## config.mk

```make
export PLATFORM = sky130hd
export DESIGN_NAME = demux_deser8
export DESIGN_NICKNAME = d
export VERILOG_FILES = /design/src/rtl/demux_deser8.sv
export SDC_FILE = /design/constraint.sdc
export NUM_CORES = 1
export LEC_CHECK = 0
export CORE_MARGIN = 2
export CORE_UTILIZATION = 55
export CTS_CLUSTER_DIAMETER = 120
export DETAILED_ROUTE_END_ITERATION = 8
export DONT_BUFFER_PORTS = 1
export PLACE_DENSITY_LB_ADDON = 0.05
export SETUP_SLACK_MARGIN = 0.15
export SYNTH_ARGS = -nofsm -noshare
export SYNTH_HDL_FRONTEND = slang
export SYNTH_SLANG_ARGS = --single-unit
```

## constraint.sdc

```tcl
create_clock -name clk -period 1.8 [get_ports clk]
set_clock_uncertainty 0.2 [all_clocks]
set_input_delay 0.36 -clock clk [delete_from_list [all_inputs] [get_ports clk]]
set_output_delay 0.36 -clock clk [all_outputs]
set_load 0.01 [all_outputs]
```

## src/rtl/demux_deser8.sv

```systemverilog
// Serial-to-parallel demux receiver: bit k of a frame lands in bit k of the word; optional DEMUX_DESER8_PARITY_EN adds an even-parity bit per frame.
// Latency: dout_valid rises 1 cycle after the last bit of a frame (the parity bit when parity is enabled).
// Backpressure: a word completing while dout is held and not drained is dropped and sets sticky overrun.
module demux_deser8 #(
    parameter int WIDTH = 8,
    parameter int IDX_W = 3
) (
    input  logic             clk,
    input  logic             rst_n,
    input  logic             din,
    input  logic             din_valid,
    input  logic             sync,
`ifdef DEMUX_DESER8_PARITY_EN
    output logic [IDX_W:0]   idx,
    output logic             parity_err,
`else
    output logic [IDX_W-1:0] idx,
`endif
    output logic [WIDTH-1:0] dout,
    output logic             dout_valid,
    input  logic             dout_ready,
    output logic             overrun
);

`ifdef DEMUX_DESER8_PARITY_EN
    localparam int IW = IDX_W + 1;
    localparam logic [IW-1:0] LAST_IDX = IW'(WIDTH);
`else
    localparam int IW = IDX_W;
    localparam logic [IW-1:0] LAST_IDX = IW'(WIDTH - 1);
`endif

    logic [WIDTH-1:0] assembly;
    logic [IW-1:0]    eff_idx;
    logic [WIDTH-1:0] word;
    logic             word_good;
    logic             complete;
    logic             can_load;

    always_comb begin
        eff_idx   = sync ? '0 : idx;
        complete  = din_valid && (eff_idx == LAST_IDX);
        can_load  = !dout_valid || dout_ready;
        word      = assembly;
`ifdef DEMUX_DESER8_PARITY_EN
        // The last bit is parity; data bits plus parity must hold an even number of ones.
        word_good = ~(^assembly ^ din);
`else
        word[WIDTH-1] = din;
        word_good     = 1'b1;
`endif
    end

    always_ff @(posedge clk or negedge rst_n) begin
        if (!rst_n) begin
            idx        <= '0;
            assembly   <= '0;
            dout       <= '0;
            dout_valid <= 1'b0;
            overrun    <= 1'b0;
`ifdef DEMUX_DESER8_PARITY_EN
            parity_err <= 1'b0;
`endif
        end else begin
            if (din_valid) begin
                for (int i = 0; i < WIDTH; i++) begin
                    if (eff_idx == IW'(i)) begin
                        assembly[i] <= din;
                    end
                end
                idx <= (eff_idx == LAST_IDX) ? '0 : eff_idx + IW'(1);
            end else if (sync) begin
                idx <= '0;
            end

            // A fresh word may replace one being drained in the same cycle.
            if (complete && word_good && can_load) begin
                dout       <= word;
                dout_valid <= 1'b1;
            end else if (dout_valid && dout_ready) begin
                dout_valid <= 1'b0;
            end

            if (complete && word_good && !can_load) begin
                overrun <= 1'b1;
            end

`ifdef DEMUX_DESER8_PARITY_EN
            parity_err <= complete && !word_good;
`endif
        end
    end

endmodule

```

==> results.json, run 1 <==
{
  "drv_cap": 0,
  "initial_core_util_pct": 56.9,
  "timing.final.crit_period_ns": 1.65,
  "grt_overflow": 0,
  "worstPathArrival_ns": 1.63,
  "clk_pin_slew_worst_paths_ns": 0.11,
  "syn_inst": 65,
  "rr_startpoint": "idx[0]",
  "finish.utilization_pct": 70.1,
  "die_y_um": 45.6,
  "synth_top_area_share_pct": 52.7,
  "outcome": "finished with violations",
  "critPathMaxFanout": 8,
  "vias": 523,
  "core-area_sq_um": 1670,
  "setup_viol": 0,
  "cts_buffer_depth": 2,
  "hold_violations": 1,
  "clock-sinks": 20,
  "violations": "negative hold slack",
  "p_per_area_nw_per_um2": 830,
  "fillers": 103,
  "synth_area_leader_cell": "dfrtp_1",
  "required_ns": 1.79,
  "clock_latency_ns": 0.29,
  "cts_root_buf": "clkbuf_4",
  "cts_buffers": 3,
  "ant_nets": 0,
  "dieArea_sq_um": 2080,
  "grt_pass1_vias": 549,
  "rsz0062_at_grt": "true",
  "routabilityCongestion": 0.695,
  "netlist_area_sq_um": 950,
  "slew_headroom_pct": 39.4,
  "std_cell_rows": 15,
  "drive_gt1_share_pct": 57.7,
  "antenna_found_initial": 0,
  "grt_pass1_wl_mm": 2.45,
  "dr.pass1.iters": 2,
  "setup-tns-final_ns": 0,
  "tightest_slew_ns": 0.906,
  "crit_type": "register to register",
  "grt_max_degree": 21,
  "drt-wirelength-per-cell_um": 16.6,
  "port_buffers": 0,
  "finalCritPeriodShare_pct": 91.5,
  "synthToLayoutAreaGrowth_pct": 23.3,
  "die_x_um": 45.6,
  "final_nets": 88,
  "p_leak_nw": 0.572,
  "cts_tree": "done",
  "vias_per_cell": 5.51,
  "ys_top_cells_by_area": "dfrtp_1 53%, mux2_2 11%, mux2_4 9.5%, nand3_2 6.3%, ha_1 4.0%",
  "min_from": "din_valid",
  "synth_cell_type_count": 20,
  "drt-initial-drc-count": 4,
  "synth_seq_area_share_pct": 52.7,
  "critPathLaunch": "idx[0]",
  "syn_nets": 74,
  "drv_slew": 0,
  "max-vdd-ir-drop_uv": 524,
  "ys_seq_elements": 20,
  "critPathLaunchType": "register",
  "min_path_type": "primary input to register",
  "drc": 0,
  "wl_mm": 1.58,
  "end_kind": "register",
  "htree_levels": 1,
  "hold_ws_ns": -0.000256,
  "grt_use_total_pct": 16.9,
  "pin_count": 19,
  "fmaxAchievable_mhz": 607,
  "avgSynthCellArea_sq_um": 14.6,
  "ys_warn_count": 0,
  "diodes": 0,
  "hpwl_mm": 1.07
}
## timing repair
action | 4_1_cts | 5_1_grt
pin swaps | 2 | 1
gates resized for setup | 4 | 2
endpoints found under the hold margin | 23 | 9
hold buffers | 2 | 1
buffers inserted | 3 | 0
endpoints found under the setup margin | 8 | 12
## layer usage
metal  global-route usage [%]  up-vias  wire length [um]
met3                     3.97        4                48
li1                         -      247                 -
met5                        0        -                 0
met2                     25.9       13               755
met1                     22.6      259               747
met4                     7.06        0                24
## worst max-delay path: stages, from the launching register on
cell and delay [ns]:
dfrtp_1 0.40, inv_2 0.06, nor2_4 0.12, ha_4 0.15, nand2_4 0.05, nor2b_4 0.12, buf_12 0.14, mux2_4 0.30
## per-stage QoR
stage          instance area, sq um  worst slack, ns  std cells  hold WS [ns]  power, mW
2_1_floorplan                   998           0.0961         65        -0.136      0.658
5_1_grt                        1170           0.0701         95       -0.0107       1.02
3_5_place_dp                   1050           0.0184         85        -0.135      0.688
6_report                       1170            0.154         95     -0.000256      0.972
3_3_place_gp                   1050           0.0415         85        -0.135      0.682
4_1_cts                        1150            0.149         94      0.000634      0.968
## power breakdown
| group | internal, mW | switching [mW] |
|---|---|---|
| Clock | 0.123 | 0.132 |
| Sequential | 0.504 | 0.0356 |
| Combinational | 0.112 | 0.0660 |
| Total | 0.738 | 0.233 |
## placed cells by master (no fill, tap or decap)
master / instances
dfrtp_1: 19
nand2_4: 1
nand2_1: 4
clkbuf_4: 3
nor2_4: 1
buf_12: 1
ha_4: 1
ha_1: 2
inv_4: 1
nor2b_4: 1
buf_6: 1
mux2_2: 1
nand3_2: 6
mux2_4: 14
o21ai_0: 2
buf_4: 6
clkbuf_8: 1
or2b_1: 1
nor3b_4: 2
dlygate4sd3_1: 3
o21bai_1: 1
xnor2_1: 1
nand2b_4: 3
inv_2: 1
dfrtp_2: 1
## cell families (layout without fill, tap and decap cells)
kind of cell               Yosys count  in the layout  synth area share [%]
DFF                                 20             20                  52.7
and+or+nand+nor                     19             19                  17.4
muxes                               15             15                  20.2
buffers and inverters                4             17                  3.03
adders and majority gates            3              3                  3.95
AOI/OAI and AO/OA                    3              3                  1.84
xor gates and xnor gates             1              1                 0.922
## cells in the mapped netlist, drive strengths merged
library cell  instances
ha                    3
nand2                 5
or2b                  1
buf                   2
nand2b                3
nor2b                 1
nor2                  1
dfrtp                20
o21bai                1
nand3                 6
xnor2                 1
o21ai                 2
nor3b                 2
inv                   2
mux2                 15
## cell type report
cell class / instances / area (sq um) / share of cell area [%]
well taps: 17 / 21.3 / 1.82
inverters: 2 / 10.0 / 0.855
flip-flops and latches: 20 / 502 / 42.8
clock buffers: 4 / 36.3 / 3.10
multi-input cells: 41 / 495 / 42.3
repair buffers: 11 / 106 / 9.08
## final timing paths
path	end	slack, ns	depth (start not counted)
setup / recovery	dout[2]	0.15	7
hold / removal	idx[2]	-0.0003	2
setup reg to reg	dout[2]	0.15	7
hold reg to reg	dout[3]	0.32	1
max in group asynchronous	idx[1]	0.36	1
min in group asynchronous	assembly[6]	0.44	1
## registers in the layout (all words and copies together) (netlist names)
name	cells
dout	8
idx	3
overrun	1
assembly	7
dout_valid	1
(Power assumes the default switching activity.)
==> inputs of run 2 (changes only) <==
==> constraint.sdc (replaced) <==
create_clock -name clk -period 1.8 [get_ports clk]
set_clock_uncertainty 0.2 [all_clocks]
set_input_delay 0.36 -clock clk [delete_from_list [all_inputs] [get_ports clk]]
set_output_delay 0.36 -clock clk [all_outputs]
set_load 0.005 [all_outputs]
==> run 2 against run 1 <==
Compared with the run above:
- the run now ends clean
- critical path type unchanged
- core utilization is 0.30 points higher
- setup slack got worse by 0.019 ns
- maximum frequency is 1.1% lower
- register-to-register slack lost 0.02 ns
==> results.json, run 2 (same netlist as run 1, synthesis figures left out) <==
{
  "outcome": "finished, final reports clean",
  "end_kind": "register",
  "finalCritPeriodShare_pct": 92.5,
  "multiInputGateArea_sq_um": 485,
  "drt-initial-drc-count": 3,
  "drc": 0,
  "timing.final.crit_period_ns": 1.66,
  "required_ns": 1.79,
  "cts_buffer_depth": 2,
  "pin_count": 19,
  "diodes": 0,
  "use_met3_pct": 4.76,
  "die_y_um": 45.6,
  "dieArea_sq_um": 2080,
  "worstPathArrival_ns": 1.65,
  "fmaxAchievable_mhz": 601,
  "std_cell_rows": 15,
  "p_per_area_nw_per_um2": 815,
  "largest_registers": "dout x8, assembly x7, idx x3",
  "cts_buffers": 3,
  "met1_usage_pct": 23.4,
  "min_path_type": "primary input to register",
  "drive_gt1_share_pct": 57.5,
  "initial_core_util_pct": 56.9,
  "vias": 525,
  "netSwitchingFraction_pct": 24.0,
  "routabilityCongestion": 0.690,
  "grt_use_met2_pct": 25.6,
  "synthToLayoutAreaGrowth_pct": 23.8,
  "internal-power_uw": 729,
  "grt_overflow": 0,
  "clockPowerShare_pct": 26.9,
  "ant_nets": 0,
  "final_nets": 90,
  "slew_headroom_pct": 39.6,
  "grt_pass1_vias": 529,
  "drv_cap": 0,
  "die_x_um": 45.6,
  "finish.utilization_pct": 70.4,
  "regMostFlops": "dout",
  "largest_reg_flops": 8,
  "pwr-share-comb_pct": 16.9,
  "setup_viol": 0,
  "dpl_cell_area_sq_um": 1040,
  "grt_pass1_wl_mm": 2.51,
  "layout_common_cells": "20 x dfrtp_1, 14 x mux2_4, 8 x buf_4, 6 x nand3_2",
  "finalInstanceArea_sq_um": 1180,
  "final_common_cell": "dfrtp_1",
  "dr.pass1.iters": 2,
  "hold_violations": 0,
  "tightest_slew_ns": 0.903,
  "cts_tree": "done",
  "seq_power_share_pct": 56.2,
  "htree_levels": 1,
  "drt-wirelength-per-cell_um": 16.6,
  "critPathLaunchType": "register",
  "grt_max_degree": 21,
  "cts_root_buf": "clkbuf_4",
  "clock_latency_ns": 0.29,
  "wl_mm": 1.61,
  "max-vdd-ir-drop_uv": 441,
  "setup-tns-final_ns": 0,
  "drv_slew": 0,
  "rsz0062_at_grt": "true",
  "port_buffers": 0,
  "regArea_sq_um": 500,
  "vias_per_cell": 5.41,
  "core-area_sq_um": 1670,
  "antenna_found_initial": 0,
  "hpwl_mm": 1.03,
  "p_leak_nw": 0.571,
  "clk_pin_slew_worst_paths_ns": 0.12,
  "p_sw_uw": 230,
  "clock-sinks": 20,
  "crit_type": "register to register",
  "grt_use_total_pct": 17.2,
  "critPathMaxFanout": 8,
  "busiest_layer": "met2",
  "fillers": 117
}
## run 2: changes by cell type in the layout (fill, tap and decap cells not counted)
cell / before / now
inv_6: 0 / 1
ha_2: 0 / 1
dfrtp_1: 19 / 20
dfrtp_2: 1 / 0
dlygate4sd3_1: 3 / 4
nor3b_2: 0 / 2
buf_4: 6 / 8
inv_4: 1 / 0
nor3b_4: 2 / 0
buf_6: 1 / 0
ha_1: 2 / 1
## run 2: repair_timing
item / CTS / global route
pin swaps: 2 / 0
hold buffers: 3 / 1
setup endpoints to repair: 8 / 10
buffers inserted: 3 / 2
resized for setup: 4 / 1
hold endpoints to repair: 26 / 5
cloned: 0 / 0
## run 2: worst max-delay path, stage by stage, from the launching register on
cell	delay [ns]
dfrtp_1	0.43
nand2b_4	0.08
nor2_4	0.10
ha_4	0.14
nand2_4	0.05
nor2b_4	0.12
buf_12	0.14
mux2_4	0.29
## run 2: path summary, 6_finish.rpt
check / slack [ns] / from / cells past startpoint / to
hold / removal: 0.05 / dout_ready / 2 / dout_valid
min in group asynchronous: 0.43 / rst_n / 1 / dout[6]
setup reg to reg: 0.14 / idx[1] / 7 / dout[0]
max in group asynchronous: 0.42 / rst_n / 1 / dout_valid
hold reg to reg: 0.31 / assembly[6] / 1 / dout[6]
setup / recovery: 0.14 / idx[1] / 7 / dout[0]
## run 2: cell type report
| type | instances | share of cell area [%] |
|---|---|---|
| inverter | 2 | 1.06 |
| multi-input combinational | 41 | 41.3 |
| sequential | 20 | 42.6 |
| timing repair buffer | 13 | 10.2 |
| clock buffer | 4 | 3.09 |
| tap | 17 | 1.81 |
## run 2: routing by layer
layer	vias to the layer above	share of wire, %
met5	-	0
met4	0	0.74
met3	2	3.4
met2	11	47
met1	262	48
li1	250	-
## run 2: per-stage QoR
stage / total power [mW] / hold WS, ns / setup slack (ns) / std cells
after CTS: 0.961 / 0.00139 / 0.149 / 94
after global routing: 1.00 / 0.0294 / 0.0806 / 97
after floorplan: 0.653 / -0.136 / 0.0940 / 65
after global placement: 0.676 / -0.135 / 0.0590 / 84
final: 0.959 / 0.0464 / 0.135 / 97
after detailed placement: 0.682 / -0.135 / 0.0484 / 84
## run 2: power groups by stage
stage          clock network (mW)  registers, mW  logic [mW]
4_1_cts                     0.265          0.539       0.157
5_1_grt                     0.281          0.545       0.176
3_5_place_dp                    0          0.547       0.135
2_1_floorplan                   0          0.541       0.112
6_report                    0.258          0.539       0.162
3_3_place_gp                    0          0.545       0.131
==> inputs of run 3 (changes only) <==
--- a/config.mk
+++ b/config.mk
@@ -8,6 +8,7 @@
 export CORE_MARGIN = 2
 export CORE_UTILIZATION = 55
 export CTS_CLUSTER_DIAMETER = 120
+export CTS_CLUSTER_SIZE = 30
 export DETAILED_ROUTE_END_ITERATION = 8
 export DONT_BUFFER_PORTS = 1
 export PLACE_DENSITY_LB_ADDON = 0.05
==> constraint.sdc (replaced) <==
create_clock -name clk -period 1.65 [get_ports clk]
set_clock_uncertainty 0.2 [all_clocks]
set_input_delay 0.33 -clock clk [delete_from_list [all_inputs] [get_ports clk]]
set_output_delay 0.33 -clock clk [all_outputs]
set_load 0.005 [all_outputs]
==> run 3 against run 2 <==
Compared with the run above:
- the flow now finishes with violations (negative setup slack)
- non-clock buffer count grew 11
- cell area grew 13%
- critical endpoint is now dout[5]
- clock power grew 55%
- highest routed layer unchanged
==> results.json, run 3 (same netlist as run 1, synthesis figures left out) <==
{
  "outcome": "finished with violations",
  "violations": "negative setup slack",
  "critPathMaxStageDelay_ns": 0.41,
  "final_nets": 101,
  "die_y_um": 45.6,
  "p_leak_nw": 0.659,
  "routabilityCongestion": 0.710,
  "rr_startpoint": "idx[0]",
  "grt_pass1_wl_mm": 2.89,
  "vias": 576,
  "vias_per_cell": 5.33,
  "worst_slack_ns": -0.0317,
  "r2r_cells": 7,
  "pre_cts_ws_ns": -0.0976,
  "hold_ws_ns": 0.00549,
  "clock-sinks": 20,
  "largest_registers": "dout x8, assembly x7, idx x3",
  "initial_core_util_pct": 56.9,
  "hold_violations": 0,
  "core-area_sq_um": 1670,
  "max-vdd-ir-drop_uv": 701,
  "tightest_slew_ns": 0.897,
  "wl_mm": 1.97,
  "regMostFlops": "dout",
  "largest_reg_flops": 8,
  "finalCritPeriodShare_pct": 102,
  "port_buffers": 0,
  "layout_common_cells": "20 x dfrtp_1, 15 x mux2_4, 12 x buf_4, 7 x buf_6, 6 x nand3_2",
  "crit_type": "register to register",
  "endpoint": "dout[5]",
  "ant_nets": 0,
  "clock_latency_ns": 0.30,
  "min_path_type": "primary input to asynchronous set/reset pin",
  "slew_headroom_pct": 40.2,
  "critPathLaunchType": "register",
  "timing.final.crit_period_ns": 1.68,
  "required_ns": 1.65,
  "p_per_area_nw_per_um2": 921,
  "dr.pass1.iters": 3,
  "grt_max_degree": 21,
  "die_x_um": 45.6,
  "synthToLayoutAreaGrowth_pct": 40.3,
  "critPathMaxFanout": 8,
  "clk_pin_slew_worst_paths_ns": 0.12,
  "fmaxAchievable_mhz": 595,
  "power.total_mw": 1.23,
  "setup_viol": 8,
  "pin_count": 19,
  "cpMaxStageDelayCell": "dfrtp_1",
  "drt-wirelength-per-cell_um": 18.2,
  "std_cell_rows": 15,
  "drive_gt1_share_pct": 64.8,
  "cts_buffer_depth": 2,
  "diodes": 0,
  "drv_slew": 0,
  "rsz0062_at_grt": "true",
  "final_common_cell": "dfrtp_1",
  "grt_pass1_vias": 576,
  "rrSetupSlack_ns": -0.03,
  "cts_root_buf": "clkbuf_4",
  "critPathLaunch": "idx[0]",
  "hpwl_mm": 1.12,
  "crit_chain": "inv_2, nor2_4, ha_4, nand2_4, nor2b_4, buf_12, mux2_4",
  "cts_tree": "done",
  "drc": 0,
  "cts_buffers": 3,
  "end_kind": "register",
  "grt_use_total_pct": 21.1,
  "antenna_found_initial": 0,
  "htree_levels": 1,
  "grt_overflow": 0,
  "dieArea_sq_um": 2080,
  "drv_cap": 0,
  "drt-initial-drc-count": 5,
  "worstPathArrival_ns": 1.68,
  "rr_endpoint": "dout[5]"
}
run 3: layout make-up:
class / count / area (sq um)
Multi-Input combinational cell: 41 / 517
Sequential cell: 20 / 500
Fill cell: 99 / 338
Timing Repair Buffer: 24 / 231
Clock inverter: 1 / 30.0
Clock buffer: 3 / 22.5
Tap cell: 17 / 21.3
Inverter: 2 / 10.0
run 3: repair_timing:
action | in CTS | in global routing
hold endpoints to repair | 31 | 1
setup buffers | 8 | 4
setup endpoints to repair | 15 | 25
hold buffers | 3 | 1
resized for setup | 10 | 8
pin swaps | 8 | 5
gates cloned | 0 | 0
run 3: through the flow:
stage / util, % / cells / instance area, sq um / setup TNS [ns]
after floorplan: - / 65 / 997 / -0.446
after global placement: 64.2 / 88 / 1070 / -0.441
after detailed placement: 64.2 / 88 / 1070 / -0.757
after CTS: 75.4 / 103 / 1260 / -0.0830
after global routing: 79.8 / 108 / 1330 / -0.702
final: 79.8 / 108 / 1330 / -0.211
run 3: power by group:
group          total [mW]  leakage (nW)  switching (mW)  internal (mW)
Clock               0.401        0.0279           0.155          0.246
Sequential          0.591         0.268          0.0416          0.549
Combinational       0.236         0.363          0.0813          0.155
run 3: critical path: cells and delay by family (launching register included):
kind / cells / cell delay, ns
buffers and inverters: 2 / 0.21
adder cells (fa/ha/maj): 1 / 0.15
flip-flops: 1 / 0.41
multiplexers: 1 / 0.29
AND/OR/NAND/NOR: 3 / 0.31
run 3: how the worst min path moves through the flow:
stage | cells past startpoint | end | slack (ns)
after floorplan | 0 | assembly[0] | -0.17
after global placement | 0 | dout[0] | -0.17
after detailed placement | 0 | dout[0] | -0.17
after CTS | 2 | dout_valid | 0.005
after global routing | 2 | overrun | 0.02
final | 1 | dout[0] | 0.005
run 3: metal layers:
layer / part of all wire (%) / GRT usage, % / vias to the layer above
li1: - / - / 272
met1: 44 / 27.2 / 287
met2: 51 / 32.4 / 13
met3: 2.8 / 4.37 / 4
met4: 2.2 / 12.4 / 0
met5: 0 / 0 / -
